--- src/rtl/spi_pkg.sv ---
// rtl/spi_pkg.sv - shared opcodes, frame widths and FSM encoding for the SPI initiator
package spi_pkg;

  localparam int CMD_W  = 10;
  localparam int DATA_W = 8;

  localparam logic [1:0] OP_WR_ADDR = 2'b00;
  localparam logic [1:0] OP_WR_DATA = 2'b01;
  localparam logic [1:0] OP_RD_ADDR = 2'b10;
  localparam logic [1:0] OP_RD_DATA = 2'b11;

  typedef enum logic [2:0] {
    IDLE,
    SETUP,
    CMD,
    TURN,
    RX,
    GAP
  } state_e;

endpackage

--- src/rtl/spi_master_if.sv ---
// rtl/spi_master_if.sv - host command/response handshake plus SPI pins
interface spi_master_if;
  import spi_pkg::*;

  logic              cmd_valid;
  logic [CMD_W-1:0]  cmd;
  logic              cmd_ready;
  logic              rsp_valid;
  logic [DATA_W-1:0] rsp_data;
  logic              busy;
  logic              sclk;
  logic              ss_n;
  logic              mosi;
  logic              miso;

  modport master (
    input  cmd_valid, cmd, miso,
    output cmd_ready, rsp_valid, rsp_data, busy, sclk, ss_n, mosi
  );

  modport slave (
    output cmd_valid, cmd, miso,
    input  cmd_ready, rsp_valid, rsp_data, busy, sclk, ss_n, mosi
  );

endinterface

--- src/rtl/spi_sclk_gen.sv ---
// rtl/spi_sclk_gen.sv - half-period counter driving sclk with rise/fall strobes
module spi_sclk_gen #(
  parameter int HALF = 2
) (
  input  logic clk,
  input  logic rst_n,
  input  logic en_i,
  input  logic sclk_en_i,
  input  logic clr_i,
  output logic sclk_o,
  output logic tick_o,
  output logic rise_o,
  output logic fall_o
);

  localparam int               CNT_W   = (HALF > 1) ? $clog2(HALF) : 1;
  localparam logic [CNT_W-1:0] CNT_MAX = CNT_W'(HALF - 1);

  logic [CNT_W-1:0] cnt_q, cnt_d;
  logic             sclk_q, sclk_d;

  // Strobes flag the cycle whose closing edge moves sclk; clr only affects state
  assign tick_o = en_i && (cnt_q == CNT_MAX);
  assign rise_o = tick_o && sclk_en_i && !sclk_q;
  assign fall_o = tick_o && sclk_en_i && sclk_q;
  assign sclk_o = sclk_q;

  always_comb begin
    cnt_d  = cnt_q;
    sclk_d = sclk_q;
    if (clr_i) begin
      cnt_d  = '0;
      sclk_d = 1'b0;
    end else if (en_i) begin
      cnt_d = tick_o ? '0 : cnt_q + 1'b1;
      if (rise_o || fall_o) sclk_d = !sclk_q;
    end
  end

  always_ff @(posedge clk or negedge rst_n) begin
    if (!rst_n) begin
      cnt_q  <= '0;
      sclk_q <= 1'b0;
    end else begin
      cnt_q  <= cnt_d;
      sclk_q <= sclk_d;
    end
  end

endmodule

--- src/rtl/spi_master.sv ---
// rtl/spi_master.sv - mode-0 SPI initiator issuing 10-bit commands and capturing 8-bit replies
module spi_master
  import spi_pkg::*;
#(
  parameter int CLK_DIV   = 2,
  parameter int TURN_BITS = 2
) (
  input logic          clk,
  input logic          rst_n,
  spi_master_if.master bus
);

  localparam logic [3:0] CMD_PERIODS  = 4'(CMD_W);
  localparam logic [3:0] TURN_PERIODS = 4'(TURN_BITS);
  localparam logic [3:0] RX_PERIODS   = 4'(DATA_W);
  localparam logic [3:0] GAP_LAST     = 4'd1;

  state_e            state_q, state_d;
  logic [3:0]        bit_q, bit_d;
  logic [1:0]        op_q, op_d;
  logic [CMD_W-1:0]  cmd_sr_q, cmd_sr_d;
  logic [DATA_W-1:0] rx_sr_q, rx_sr_d;
  logic [DATA_W-1:0] rsp_data_q, rsp_data_d;
  logic              rsp_valid_q, rsp_valid_d;
  logic              ss_n_q, ss_n_d;
  logic              mosi_q, mosi_d;
  logic              busy_q, busy_d;
  logic              ready_q, ready_d;
  logic              gen_en, gen_sclk_en, gen_clr;
  logic              sclk, tick, rise, fall;

  assign gen_en      = (state_q != IDLE);
  assign gen_sclk_en = (state_q != GAP);

  spi_sclk_gen #(.HALF(CLK_DIV)) u_sclk_gen (
    .clk       (clk),
    .rst_n     (rst_n),
    .en_i      (gen_en),
    .sclk_en_i (gen_sclk_en),
    .clr_i     (gen_clr),
    .sclk_o    (sclk),
    .tick_o    (tick),
    .rise_o    (rise),
    .fall_o    (fall)
  );

  // Phases end on the rise strobe that would open the next period, so each low half completes
  always_comb begin
    state_d     = state_q;
    bit_d       = fall ? bit_q + 4'd1 : bit_q;
    op_d        = op_q;
    cmd_sr_d    = cmd_sr_q;
    rx_sr_d     = rx_sr_q;
    rsp_data_d  = rsp_data_q;
    rsp_valid_d = 1'b0;
    mosi_d      = mosi_q;
    gen_clr     = 1'b0;
    case (state_q)
      IDLE: begin
        gen_clr = 1'b1;
        mosi_d  = 1'b0;
        if (bus.cmd_valid) begin
          state_d  = SETUP;
          bit_d    = '0;
          op_d     = bus.cmd[CMD_W-1 -: 2];
          cmd_sr_d = bus.cmd;
          mosi_d   = bus.cmd[CMD_W-1];
        end
      end
      SETUP: begin
        if (rise) begin
          state_d = CMD;
          bit_d   = '0;
        end
      end
      CMD: begin
        if (fall) begin
          cmd_sr_d = cmd_sr_q << 1;
          mosi_d   = cmd_sr_q[CMD_W-2];
        end
        if (rise && bit_q == CMD_PERIODS) begin
          bit_d = '0;
          if (op_q == OP_RD_DATA) begin
            state_d = TURN;
          end else begin
            state_d = GAP;
            gen_clr = 1'b1;
            mosi_d  = 1'b0;
          end
        end
      end
      TURN: begin
        mosi_d = 1'b0;
        if (rise && bit_q == TURN_PERIODS) begin
          state_d = RX;
          bit_d   = '0;
          rx_sr_d = {rx_sr_q[DATA_W-2:0], bus.miso};
        end
      end
      RX: begin
        if (rise) begin
          if (bit_q == RX_PERIODS) begin
            state_d     = GAP;
            bit_d       = '0;
            gen_clr     = 1'b1;
            rsp_data_d  = rx_sr_q;
            rsp_valid_d = 1'b1;
          end else begin
            rx_sr_d = {rx_sr_q[DATA_W-2:0], bus.miso};
          end
        end
      end
      GAP: begin
        mosi_d = 1'b0;
        if (tick) begin
          if (bit_q == GAP_LAST) begin
            state_d = IDLE;
            bit_d   = '0;
          end else begin
            bit_d = bit_q + 4'd1;
          end
        end
      end
      default: state_d = IDLE;
    endcase
    ss_n_d  = (state_d == IDLE) || (state_d == GAP);
    busy_d  = (state_d != IDLE);
    ready_d = (state_d == IDLE);
  end

  always_ff @(posedge clk or negedge rst_n) begin
    if (!rst_n) begin
      state_q     <= IDLE;
      bit_q       <= '0;
      op_q        <= OP_WR_ADDR;
      cmd_sr_q    <= '0;
      rx_sr_q     <= '0;
      rsp_data_q  <= '0;
      rsp_valid_q <= 1'b0;
      ss_n_q      <= 1'b1;
      mosi_q      <= 1'b0;
      busy_q      <= 1'b0;
      ready_q     <= 1'b1;
    end else begin
      state_q     <= state_d;
      bit_q       <= bit_d;
      op_q        <= op_d;
      cmd_sr_q    <= cmd_sr_d;
      rx_sr_q     <= rx_sr_d;
      rsp_data_q  <= rsp_data_d;
      rsp_valid_q <= rsp_valid_d;
      ss_n_q      <= ss_n_d;
      mosi_q      <= mosi_d;
      busy_q      <= busy_d;
      ready_q     <= ready_d;
    end
  end

  assign bus.cmd_ready = ready_q;
  assign bus.rsp_valid = rsp_valid_q;
  assign bus.rsp_data  = rsp_data_q;
  assign bus.busy      = busy_q;
  assign bus.sclk      = sclk;
  assign bus.ss_n      = ss_n_q;
  assign bus.mosi      = mosi_q;

endmodule

--- src/flat_wrapper.sv ---
// flat-port wrapper written by rule: the top's interface ports become plain ports
module spi_master_flat import spi_pkg::*;
#(
  parameter int CLK_DIV   = 2,
  parameter int TURN_BITS = 2
)
  (clk, rst_n, bus_cmd_valid, bus_cmd, bus_miso, bus_cmd_ready, bus_rsp_valid, bus_rsp_data, bus_busy, bus_sclk, bus_ss_n, bus_mosi);
  spi_master_if bus_i ();
  input logic clk;
  input logic rst_n;
  input wire logic [$bits(bus_i.cmd_valid)-1:0] bus_cmd_valid;
  input wire logic [$bits(bus_i.cmd)-1:0] bus_cmd;
  input wire logic [$bits(bus_i.miso)-1:0] bus_miso;
  output wire logic [$bits(bus_i.cmd_ready)-1:0] bus_cmd_ready;
  output wire logic [$bits(bus_i.rsp_valid)-1:0] bus_rsp_valid;
  output wire logic [$bits(bus_i.rsp_data)-1:0] bus_rsp_data;
  output wire logic [$bits(bus_i.busy)-1:0] bus_busy;
  output wire logic [$bits(bus_i.sclk)-1:0] bus_sclk;
  output wire logic [$bits(bus_i.ss_n)-1:0] bus_ss_n;
  output wire logic [$bits(bus_i.mosi)-1:0] bus_mosi;
  assign bus_i.cmd_valid = bus_cmd_valid;
  assign bus_i.cmd = bus_cmd;
  assign bus_i.miso = bus_miso;
  assign bus_cmd_ready = bus_i.cmd_ready;
  assign bus_rsp_valid = bus_i.rsp_valid;
  assign bus_rsp_data = bus_i.rsp_data;
  assign bus_busy = bus_i.busy;
  assign bus_sclk = bus_i.sclk;
  assign bus_ss_n = bus_i.ss_n;
  assign bus_mosi = bus_i.mosi;
  spi_master #(.CLK_DIV(CLK_DIV), .TURN_BITS(TURN_BITS)) u_core (.clk(clk), .rst_n(rst_n), .bus(bus_i));
endmodule
--- config.mk ---
export PLATFORM = sky130hd
export DESIGN_NAME = spi_master_flat
export DESIGN_NICKNAME = d
export VERILOG_FILES = /design/src/rtl/spi_pkg.sv /design/src/rtl/spi_master_if.sv /design/src/rtl/spi_sclk_gen.sv /design/src/rtl/spi_master.sv /design/src/flat_wrapper.sv
export SDC_FILE = /design/constraint.sdc
export NUM_CORES = 1
export LEC_CHECK = 0
export CORE_AREA = 2 2 60 90
export CTS_CLUSTER_SIZE = 10
export DETAILED_ROUTE_END_ITERATION = 12
export DIE_AREA = 0 0 62 92
export GPL_TIMING_DRIVEN = 1
export HOLD_SLACK_MARGIN = 0.06
export PLACE_DENSITY_LB_ADDON = 0.12
export SETUP_SLACK_MARGIN = 0.3
export SKIP_CTS_REPAIR_TIMING = 1
export SLEW_MARGIN = 30
export SYNTH_ARGS = -nofsm -noshare
export SYNTH_HDL_FRONTEND = slang
export SYNTH_SLANG_ARGS = --single-unit
--- constraint.sdc ---
create_clock -name clk -period 5.7 [get_ports clk]
set_input_delay 1.71 -clock clk [delete_from_list [all_inputs] [get_ports clk]]
set_output_delay 1.71 -clock clk [all_outputs]
set_load 0.03 [all_outputs]
# Word-level counts from Yosys, hierarchy flattened
# Index checks and enable logic that the tools add are counted.
[classes]
addsub = 2
eq_ne = 17
muxes = 44
reduce_logical = 24
[ops]
columns = ["op", "count"]
rows = [
  ["$mux 4", 9],
  ["$mux 3", 9],
  ["$mux 8", 3],
  ["$pmux 4 s6", 1],
  ["$mux 9", 2],
  ["$pmux 3 s6", 1],
  ["$pmux 9 s2", 1],
  ["$pmux 8 s2", 1],
  ["$mux 1", 15],
  ["$eq 3x3->1 const B", 3],
  ["$reduce_bool 3->1", 3],
  ["$eq 4x4->1 const B", 2],
  ["$reduce_bool 2->1", 4],
  ["$eq 3x2->1 const B", 2],
  ["$logic_and 1x1->1", 6],
  ["$logic_not 3->1", 2],
  ["$ne 2x1->1 const B", 3],
  ["$pmux 1 s3", 2],
  ["$reduce_and 3->1", 2],
  ["$add 4x1->4 const B", 1],
  ["$eq 4x1->1 const B", 1],
  ["$eq 4x2->1 const B", 1],
  ["$ne 2x2->1 const B", 2],
  ["$reduce_and 2->1", 2],
  ["8 further kinds", 9],
]
[word_totals]
reg_bits = 41
inputBits = 14
out_inout_bits = 14
word_cells = 100

# Depth between registers and ports, before layout
[depth]
ltp_word = 9
ltp_mapped = 8
ltp_nobuf = 7

# Hierarchy
# From an unflattened synthesis, not the netlist that was laid out.
[unflattened]
hier_cells = 192
hier_area_um2 = 2172.1
[by_module_without_submodules]
columns = ["mod", "n_inst", "cells_per_inst", "area_each_um2", "seq_area_each_um2"]
rows = [
  ["spi_master", 1, 181, 2055.7, 978.4],
  ["spi_sclk_gen", 1, 11, 116.4, 50.0],
]

# Worst setup path before layout
# OpenSTA, ideal clock, no wires.
[synth_path]
kind = "input -> register"
start = "input port bus_cmd_valid"
end = "register u_core.busy_q, in the netlist u_core.bus.busy"
setup_time_ps = 131
t_arrival_ps = 2476
required_time_ps = 5569
setup_slack_ps = 3093
stages = 3
n_path_buf = 0
path_cell_list = "o21ai_0 > o311ai_4 > or3_1"
[synth_via]
elab_chain_cells = 3
[synth_rtl]
columns = ["element", "line_no", "source"]
rows = [
  ["from (decl)", "flat_wrapper.sv:11", "input wire logic [$bits(bus_i.cmd_valid)-1:0] bus_cmd_valid;"],
  ["$mux 3", "spi_master.sv:62", "if (bus.cmd_valid) begin"],
  ["$pmux 3 s6", "spi_master.sv:58", "case (state_q)"],
  ["via u_core.state_d[0]", "spi_master.sv:18", "state_e state_q, state_d;"],
  ["$reduce_bool 3->1", "spi_master.sv:127", "busy_d = (state_d != IDLE);"],
  ["via u_core.busy_d", "spi_master.sv:27", "logic busy_q, busy_d;"],
  ["to (signal assigned)", "spi_master.sv:154", "busy_q <= busy_d;"],
  ["to (decl)", "spi_master.sv:27", ""],
]
# The timed path passes the listed nets, and every way through them passes these cells.
# A chain may end at the register's enable or synchronous reset.

# Worst setup path after layout
[layout_path]
start = "register u_core.u_sclk_gen.sclk_q, in the netlist u_core.u_sclk_gen.sclk_o"
end = "output port bus_sclk"
[layout_lines]
columns = ["element", "line_no", "source"]
rows = [
  ["from (decl)", "spi_sclk_gen.sv:20", "logic sclk_q, sclk_d;"],
  ["from (signal assigned)", "spi_sclk_gen.sv:46", "sclk_q <= sclk_d;"],
  ["to (decl)", "flat_wrapper.sv:18", "output wire logic [$bits(bus_i.sclk)-1:0] bus_sclk;"],
]
# No word-level cell between the ends.

==> qor.txt <==
Most frequent cell after synthesis: dfrtp_1
Final min period: 3210 ps
Largest net degree at the start of global routing: 42
RSZ-0062 raised after global routing: false
CP delay by family, top: buffers and inverters
Crit end category: primary output
Max Cap Viol: 0
Worst path bufs/invs: 1
Skew-Pair Late Insertion Delay: 300 ps
Synth Instances: 190
Fin Hold WS: 505 ps
Top_reg_cell synth: dfrtp_1
Via/cell ratio: 5.38
Period utilisation layout: 0.563
Reg2reg path depth: 4
Final TNS setup: 0 ps
Ranking of synthesized cells by area: dfrtp_1 45%, mux2_4 5.6%, mux2_2 5.2%
Vias in the first global route: 1639
N_diodes: 0
DRT iter0 DRCs: 53
Post-synth EDFFs: 0
Layout Nets: 233
Critical path class: register to primary output
Register area share after synthesis: 0.477
Post-synthesis net count: 208
Top cell type by total area after synthesis: dfrtp_1
Pwr Total: 0.584 mW
Grt ovf: 0
Total Routing Usage GR: 0.169
Synth top area share: 0.452
Post-place setup slack: 2130 ps
F_max: 311 MHz
Worst hold path class: register to register
Leakage: 1.12 nW
DR WL/cell: 14.9 um
H-tree depth: 2
Total core area: 0.00500 mm2
Yosys reg bits: 41
Reg2reg setup slack: 3370 ps
Req. time, crit path: 3990 ps
Worst r2r dst: u_core.bus.rsp_data[4]
Number of buffers created by CTS: 5
Post-route ant nets: 0
Site Rows: 32
Layout cell share with drive strength beyond 1: 0.194
CP Max Fanout: 7
Worst setup SP type: register
CTS max path bufs: 2
CP max-delay cell: clkdlybuf4s50_1
Post-synth top cells: 39 x dfrtp_1, 17 x a21oi_1, 16 x nor2_1, 11 x nand2_1, 10 x mux2_2
CP arrival: 1500 ps
DR pass1 iterations: 4
Final Max Tran Viols: 0
Port Buffers: 27
Peak supply drop: 0.104 mV
DP HPWL: 3.07 mm
Yosys warnings: 0
First-pass GRT wire length: 7.30 mm
Die H: 92 um
Root Buffer: clkbuf_8
Fraction of registers with async set/reset: 1.00
Setup crit end: bus_sclk
Die area: 0.00570 mm2
Syn-to-layout area delta: 17.6%
Vias: 1528
Antenna violations before repair: 0
I/O pins: 28
Critical path depth: 1
Final number of setup-violating endpoints: 0
CTS clk-pin slew, worst paths: 80 ps
Avg Inst Size Synth: 11.4 um2
Worst-margin pin slew: 890 ps
Worst setup margin: 2490 ps
Drt drc: 0
Post-synth cell types: 51
Crit-path cells: clkdlybuf4s50_1
Status: finished clean
Power per cell area: 230 mW/mm2
GPL Wtd Cong: 0.849
Mapped Area: 0.00216 mm2
Relative slew slack: 0.407
Final WL: 4.23 mm
CTS tree: yes
Critical path launch point: u_core.u_sclk_gen.sclk_o
Initial Util: 0.431
Final hold vios: 0
Max stage delay on crit path: 720 ps
Skew final: 5.97 ps
Die W: 62 um
Clk sink count: 41
RR Startpoint: u_core.state_q[1]
-- layout by cell type (no fill, tap or decap), types with 2 or more instances in the layout --
master / n
xor2_1: 3
o21ai_1: 2
nand2_1: 11
clkdlybuf4s50_1: 26
mux2_2: 10
nor2_1: 16
clkbuf_8: 5
nand4_1: 2
nor2b_1: 3
o21a_1: 2
a21oi_1: 16
mux2_4: 8
nor3_1: 2
nand2b_4: 2
dfrtp_1: 39
inv_1: 9
nand3_1: 3
ha_1: 4
dfstp_2: 2
a31oi_1: 3
o22ai_1: 2
o21ai_0: 5
or3_1: 3
clkinv_2: 2
mux2i_1: 8
-- where the power goes --
part	switching, mW	internal (mW)
logic	0.0401	0.0355
clock network	0.105	0.0845
registers	0.0139	0.305
total	0.159	0.425
-- worst min-delay path by stage --
stage	start	endpoint	slack (ps)	depth (start not counted)
finish	u_core.rx_sr_q[7]	u_core.bus.rsp_data[7]	510	1
global route	u_core.rx_sr_q[7]	u_core.bus.rsp_data[7]	520	1
CTS	u_core.rx_sr_q[7]	u_core.bus.rsp_data[7]	510	1
detailed placement	u_core.rx_sr_q[7]	u_core.bus.rsp_data[7]	490	1
global placement	u_core.rx_sr_q[7]	u_core.bus.rsp_data[7]	480	1
floorplan	u_core.rx_sr_q[7]	u_core.bus.rsp_data[7]	480	1
-- area by class of cell --
cell class,count,area [um2]
multi-input combinational,131,1040
clock buffer,5,68.8
clock inverter,3,17.5
timing repair buffer,27,268
sequential,41,1030
inverter,9,33.8
tap,68,85.1
fill,482,2470
-- cell families (layout without fill, tap and decap cells) --
kind of cell / after synthesis / after routing / synth area share
mux: 26 / 26 / 0.145
fa+ha+maj: 4 / 4 / 0.0232
compound gates: 45 / 45 / 0.155
flops: 41 / 41 / 0.477
xor+xnor: 4 / 4 / 0.0162
buf+inv: 18 / 44 / 0.0452
simple gates: 52 / 52 / 0.139
-- through the flow --
step | std cells | util | instance area, um2
2_1_floorplan | 190 | - | 2160
3_3_place_gp | 276 | 0.489 | 2440
3_5_place_dp | 276 | 0.489 | 2440
4_1_cts | 284 | 0.506 | 2530
5_1_grt | 284 | 0.507 | 2540
6_report | 284 | 0.507 | 2540
-- sequential cells by signal, summed over array words and instances (netlist names) --
name                      flops
u_core.op_q                   2
u_core.bus.busy               1
u_core.bus.cmd_ready          1
u_core.u_sclk_gen.cnt_q       1
u_core.bit_q                  4
u_core.bus.rsp_data           8
u_core.cmd_sr_q               9
u_core.bus.rsp_valid          1
u_core.rx_sr_q                8
u_core.u_sclk_gen.sclk_o      1
u_core.state_q                3
u_core.bus.ss_n               1
u_core.bus.mosi               1
-- metal layers --
layer  GRT usage  part of all wire  up-vias
met5           0                 0        -
met2       0.294              0.55       35
li1            -                 -      729
met1       0.188              0.40      758
met3      0.0381             0.034        6
met4      0.0674             0.016        0
Power figures use the tool's default switching activity.
